--- config.mk ---
export PLATFORM = sky130hd
export DESIGN_NAME = light_sequencer
export DESIGN_NICKNAME = d
export VERILOG_FILES = /design/src/rtl/light_seq_pkg.sv /design/src/rtl/tick_prescaler.sv /design/src/rtl/light_sequencer.sv
export SDC_FILE = /design/constraint.sdc
export NUM_CORES = 1
export LEC_CHECK = 0
export ABC_AREA = 1
export ABC_CLOCK_PERIOD_IN_PS = 3100
export CAP_MARGIN = 25
export CORE_MARGIN = 2
export CORE_UTILIZATION = 30
export DETAILED_ROUTE_END_ITERATION = 8
export GPL_TIMING_DRIVEN = 0
export SLEW_MARGIN = 40
export SYNTH_ARGS = -nofsm -noshare
export SYNTH_HDL_FRONTEND = slang
export SYNTH_SLANG_ARGS = --single-unit
--- constraint.sdc ---
create_clock -name clk -period 3.1 [get_ports clk]
set_input_delay 0.31 -clock clk [delete_from_list [all_inputs] [get_ports clk]]
set_output_delay 0.31 -clock clk [all_outputs]
set_load 0.01 [all_outputs]
--- src/rtl/light_seq_pkg.sv ---
// Shared types and helpers for the light sequencer: light state encoding and
// the randomised phase-length formula.
package light_seq_pkg;

    typedef enum logic [1:0] {
        L_IDLE  = 2'd0,
        L_GREEN = 2'd1,
        L_WARN  = 2'd2,
        L_RED   = 2'd3
    } light_state_t;

    localparam int LEN_W = 32;

    // Phase length in ticks; callers truncate to their own counter width.
    function automatic logic [LEN_W-1:0] phase_len(
        input logic [LEN_W-1:0] min_ticks,
        input logic [3:0]       lfsr,
        input logic [LEN_W-1:0] step_ticks
    );
        return min_ticks + ({28'd0, lfsr} * step_ticks);
    endfunction

endpackage

--- src/rtl/tick_prescaler.sv ---
// Free-running 0..TICK_DIV-1 counter producing a one-cycle tick on the last
// count; a synchronous clear restarts the count from zero.
module tick_prescaler #(
    parameter int TICK_DIV = 500000
) (
    input  logic clk,
    input  logic reset,
    input  logic clear,
    output logic tick
);

    localparam int CNT_W = (TICK_DIV > 1) ? $clog2(TICK_DIV) : 1;
    localparam logic [CNT_W-1:0] LAST = CNT_W'(TICK_DIV - 1);

    logic [CNT_W-1:0] count;

    always_ff @(posedge clk or negedge reset) begin
        if (!reset) begin
            count <= '0;
        end else if (clear || count == LAST) begin
            count <= '0;
        end else begin
            count <= count + 1'b1;
        end
    end

    assign tick = (count == LAST);

endmodule

--- src/rtl/light_sequencer.sv ---
// Green/warn/red light sequencer with LFSR-randomised phase lengths.
// Define LIGHT_SEQ_WARN_EN to insert the fixed-length WARN phase before RED.
module light_sequencer
    import light_seq_pkg::*;
#(
    parameter int TICK_DIV        = 500000,
    parameter int GREEN_MIN_TICKS = 100,
    parameter int RED_MIN_TICKS   = 100,
    parameter int STEP_TICKS      = 20,
    parameter int WARN_TICKS      = 50,
    parameter int DUR_W           = 16
) (
    input  logic       clk,
    input  logic       reset,
    input  logic       enable,
    input  logic [3:0] lfsr_in,
    output logic       red_light,
    output logic       green_light,
    output logic       warn_light,
    output logic       phase_start,
    output logic [1:0] light_state
);

    localparam longint MAX_MIN   = (GREEN_MIN_TICKS > RED_MIN_TICKS) ? GREEN_MIN_TICKS : RED_MIN_TICKS;
    localparam longint MAX_LEN   = MAX_MIN + 15 * longint'(STEP_TICKS);
    localparam longint DUR_LIMIT = longint'(1) << DUR_W;

    if (MAX_LEN >= DUR_LIMIT || longint'(WARN_TICKS) >= DUR_LIMIT) begin : g_dur_w_too_narrow
        $error("light_sequencer: DUR_W cannot hold the longest phase");
    end

    light_state_t     state, state_d;
    logic [DUR_W-1:0] remaining, remaining_d;
    logic [DUR_W-1:0] green_len, red_len;
    logic             start_d;
    logic             tick;
    logic             expiry;
    logic             presc_clear;

    assign green_len = DUR_W'(phase_len(LEN_W'(GREEN_MIN_TICKS), lfsr_in, LEN_W'(STEP_TICKS)));
    assign red_len   = DUR_W'(phase_len(LEN_W'(RED_MIN_TICKS), lfsr_in, LEN_W'(STEP_TICKS)));
    assign expiry    = tick && (remaining == DUR_W'(1));

    // Prescaler restarts on every phase load and stays parked while idle.
    assign presc_clear = start_d || (state_d == L_IDLE);

    tick_prescaler #(
        .TICK_DIV(TICK_DIV)
    ) u_prescaler (
        .clk  (clk),
        .reset(reset),
        .clear(presc_clear),
        .tick (tick)
    );

    always_comb begin
        state_d     = state;
        remaining_d = remaining;
        start_d     = 1'b0;
        if (!enable) begin
            state_d     = L_IDLE;
            remaining_d = '0;
        end else begin
            case (state)
                L_IDLE: begin
                    state_d     = L_GREEN;
                    remaining_d = green_len;
                    start_d     = 1'b1;
                end
                L_GREEN: begin
                    if (expiry) begin
`ifdef LIGHT_SEQ_WARN_EN
                        state_d     = L_WARN;
                        remaining_d = DUR_W'(WARN_TICKS);
`else
                        state_d     = L_RED;
                        remaining_d = red_len;
`endif
                        start_d     = 1'b1;
                    end else if (tick) begin
                        remaining_d = remaining - 1'b1;
                    end
                end
`ifdef LIGHT_SEQ_WARN_EN
                L_WARN: begin
                    if (expiry) begin
                        state_d     = L_RED;
                        remaining_d = red_len;
                        start_d     = 1'b1;
                    end else if (tick) begin
                        remaining_d = remaining - 1'b1;
                    end
                end
`endif
                L_RED: begin
                    if (expiry) begin
                        state_d     = L_GREEN;
                        remaining_d = green_len;
                        start_d     = 1'b1;
                    end else if (tick) begin
                        remaining_d = remaining - 1'b1;
                    end
                end
                default: begin
                    state_d     = L_IDLE;
                    remaining_d = '0;
                end
            endcase
        end
    end

    // Lamps are registered from the next state so reset drops them at once.
    always_ff @(posedge clk or negedge reset) begin
        if (!reset) begin
            state       <= L_IDLE;
            remaining   <= '0;
            red_light   <= 1'b0;
            green_light <= 1'b0;
            phase_start <= 1'b0;
        end else begin
            state       <= state_d;
            remaining   <= remaining_d;
            red_light   <= (state_d == L_RED);
            green_light <= (state_d == L_GREEN);
            phase_start <= start_d;
        end
    end

`ifdef LIGHT_SEQ_WARN_EN
    always_ff @(posedge clk or negedge reset) begin
        if (!reset) begin
            warn_light <= 1'b0;
        end else begin
            warn_light <= (state_d == L_WARN);
        end
    end
`else
    assign warn_light = 1'b0;
`endif

    assign light_state = state;

endmodule

==> results.txt <==
----------------------------------------------------
[Global routing]
  Global-route congestion overflow total ... 0
  Pin count of the biggest net entering global routing ... between 40 and 50
  Global Route Usage Sum ... 12.64%
  Vias in the first global route ... 2,169
  Initial antenna violation count ... 0
  Wire length of the first global-routing pass ... 9.804 mm

[Setup path]
  Setup slack of the worst register-to-register path ... 1.21 ns
  Startpoint class of the critical path ... input pin
  Worst-path maximum fanout ... 3
  WP data arrival ... about 2.4 ns
  CP endpoint kind ... register
  Worst Path Required ... about 3.3 ns
  Setup Crit Path Kind ... input pin to register

[CTS]
  H-tree levels ... 2
  Maximum number of buffers from clock root to sink ... 2
  Clock latency of the later-clocked register in the worst-skew pair ... ~0.30 ns
  Clock slew at reported path FFs ... approximately 0.080 ns
  CTS root buffer ... sky130_fd_sc_hd__clkbuf_8
  Total setup buffers inserted after CTS ... 0
  TritonCTS clock tree ... yes
  Number of sinks handled by clock tree synthesis ... 40
  TritonCTS buffer count ... 5
  Hold buffer count at cts ... 0
  Post-cts repair resize count ... 0

[STA]
  Final period util ... 71.17%
  Final Hold Vio Count ... 26
  Setup repair after global routing missed its margin ... no
  Setup tns final ... 0 ns
  Relative slew slack ... 64.94%
  Max-slew violation count ... 0
  Min cycle time layout ... 2.206 ns
  Clock Skew ... 0.006940 ns
  Final-report setup violation count ... 0
  Fin worst setup slack ... 0.8937 ns
  Actual transition at the worst max-transition pin ... between 0.5 and 0.6 ns
  FMAX ... 453.3 MHz
  Hold slack ... -0.01818 ns

[Route]
  Routed wirelength normalized by instance count ... 12.16 um
  Count of unresolved DRC violations after routing ... 0
  Final routed wirelength across all metal layers ... 5.763 mm
  Iteration-0 DRC count of the detailed router ... 89
  Via/cell ratio ... 4.728
  Final antenna-violating net count ... 0
  Pre-Repair DR Iteration Count ... 4
  Overall via count from detail_route ... between 2k and 2.5k

[Floorplan]
  Number of top-level pins ... 13
  Placeable core region ... 8299 sq um
  Initial standard-cell utilization of the core ... 31.15%
  Row count ... 33
  Width of the die ... 96.83 um
  Die outline height ... between 90 and 100 um
  Total Die Area ... approximately 9400 sq um

[Final layout]
  Design area ... approximately 2900 sq um
  Reg area ... 1001 sq um
  Area Growth Syn to Fin ... 12.97%
  Area of the multi-input gates ... 1369 sq um
  Ratio of cells with drive above 1 in the final layout ... 8.401%
  Number of antenna cells inserted ... 0
  Filler cell count in the final layout ... slightly below 900
  Final-stage net count ... 385

[Run status]
  Failing checks ... hold timing
  Run status ... finished with violations

[Power]
  Power density cells ... between 500 and 600 nW/um^2
  Leakage power summed over all cells ... 1.373 nW
  Maximum ir drop on the vdd rail ... 0.0003308 V

[Yosys]
  Number of warnings reported in the yosys synthesis log ... 0
  Synth unique cells ... 34
  Portion of synthesized cell area occupied by the leading cell type ... 38.72%
  Most instantiated library cell after synthesis ... sky130_fd_sc_hd__nand2_1
  Largest cells by area after synthesis ... sky130_fd_sc_hd__dfrtp_1, sky130_fd_sc_hd__nand2_1, sky130_fd_sc_hd__nor2_1
  Proportion of synthesized area in mux cells ... 0%
  Combinational family with the most area after synthesis ... simple AND/OR/NAND/NOR gates
  Fraction of the mapped netlist area in adder cells ... 4.647%
  Post-synth top flop ... sky130_fd_sc_hd__dfrtp_1
  Mapped Nets ... 367
  Summed instance area of the synthesized netlist ... 2585 sq um
  Portion of the post-synthesis area used by sequential elements ... 38.72%
  Number of standard cells after synthesis ... 351
  Post-Synthesis Mean Instance Area ... around 7.4 sq um
  Cell types with the highest counts after synthesis ... sky130_fd_sc_hd__nand2_1, sky130_fd_sc_hd__nor2_1, sky130_fd_sc_hd__inv_1
  Flip-flop and latch count after synthesis ... 40
  XOR/XNOR Fraction of Synth Area ... 6.776%
  Number of flops mapped to enable cells by yosys ... 0
  Largest area contributor in the netlist ... sky130_fd_sc_hd__dfrtp_1
  Basic-gate share of the synthesized area counting and, or, nand and nor cells ... 35.43%
  Share of flip-flops with an asynchronous set or reset ... 100.0%
  Area fraction in compound gates after synthesis ... 5.954%

[Placed design]
  Port Buffers ... 11
  HPWL after detailed placement ... 4.350 mm
  Worst slack at placement ... ~0.55 ns
  Placed cell area ... 2824 sq um
  Routability cong. ... between 0.8 and 0.9

[Run]
  Max-cap violations ... 0

[Worst hold path]
  Tightest Hold Check Type ... input pin to asynchronous set/reset pin

----------------------------------------------------
[stage by stage]
step / power [mW] / instances / hold WS (ns) / util (%)
CTS: 1.568 / 474 / 0.007613 / 35.19
floorplan: 1.052 / 351 / 0.01441 / -
global route: 1.672 / 474 / 0.03441 / 35.19
detailed placement: 1.176 / 467 / 0.3303 / 34.03
global placement: 1.168 / 467 / 0.5203 / 34.06
finish: 1.558 / 474 / -0.01818 / 35.19
[final cells by class]
class / instances / share of cell area [%]
tap: 105 / 4.499
multi-input combinational: 260 / 46.87
timing repair buffer: 11 / 3.685
sequential: 40 / 34.28
inverter: 46 / 5.998
buffer: 5 / 1.371
clock buffer: 7 / 3.299
[worst paths after layout]
path / depth (start not counted) / start / end
setup / recovery: 9 / lfsr_in[3] / remaining[7]
hold / removal: 1 / reset / u_prescaler.count[18]
setup reg to reg: 11 / u_prescaler.count[0] / remaining[2]
hold reg to reg: 1 / u_prescaler.count[4] / u_prescaler.count[4]
max in group asynchronous: 1 / reset / remaining[15]
min in group clk: 1 / u_prescaler.count[4] / u_prescaler.count[4]
[logic make-up after synthesis]
group           Yosys count
fa+ha+maj                 9
flops                    40
simple gates            201
compound gates           29
buf+inv                  51
other cells               1
xor+xnor                 20
[critical path, stage by stage]
cell	delay, ns
sky130_fd_sc_hd__clkdlybuf4s50_1	0.46
sky130_fd_sc_hd__ha_1	0.31
sky130_fd_sc_hd__ha_1	0.16
sky130_fd_sc_hd__inv_1	0.05
sky130_fd_sc_hd__fa_1	0.53
sky130_fd_sc_hd__nand3b_1	0.11
sky130_fd_sc_hd__or2_2	0.28
sky130_fd_sc_hd__nand4_1	0.09
sky130_fd_sc_hd__nand3_1	0.08
[registers in the layout (all words and copies together) (netlist names)]
register and cells:
green_light 1, red_light 1, u_prescaler.count 19, phase_start 1
light_state 2, remaining 16
[per-layer routing]
layer  up-vias  global-route usage, %  share of wire, %
li1       1158                      -                 -
met1      1050                  16.67                49
met2        26                  20.51                47
met3         7                  2.457               2.3
met4         0                  4.767               1.4
met5         -                      0                 0
[placed cells by master, fill, tap and decap left out, drive strengths merged, types with 3 or more instances in the layout]
cell type       n
a21oi          13
buf             6
clkbuf          7
clkdlybuf4s50  10
dfrtp          40
ha              8
inv            46
nand2          77
nand3          40
nand4           7
nor2           64
nor3            6
nor4            3
o21ai          12
xor2           18
[power breakdown]
part / internal [mW] / leakage [nW] / switching [mW] / total [mW]
clock network: 0.199 / 0.0503 / 0.190 / 0.389
logic: 0.204 / 0.783 / 0.323 / 0.527
registers: 0.580 / 0.541 / 0.0616 / 0.641
total: 0.983 / 1.37 / 0.575 / 1.56
No activity file was read; power rests on OpenSTA's default activity.
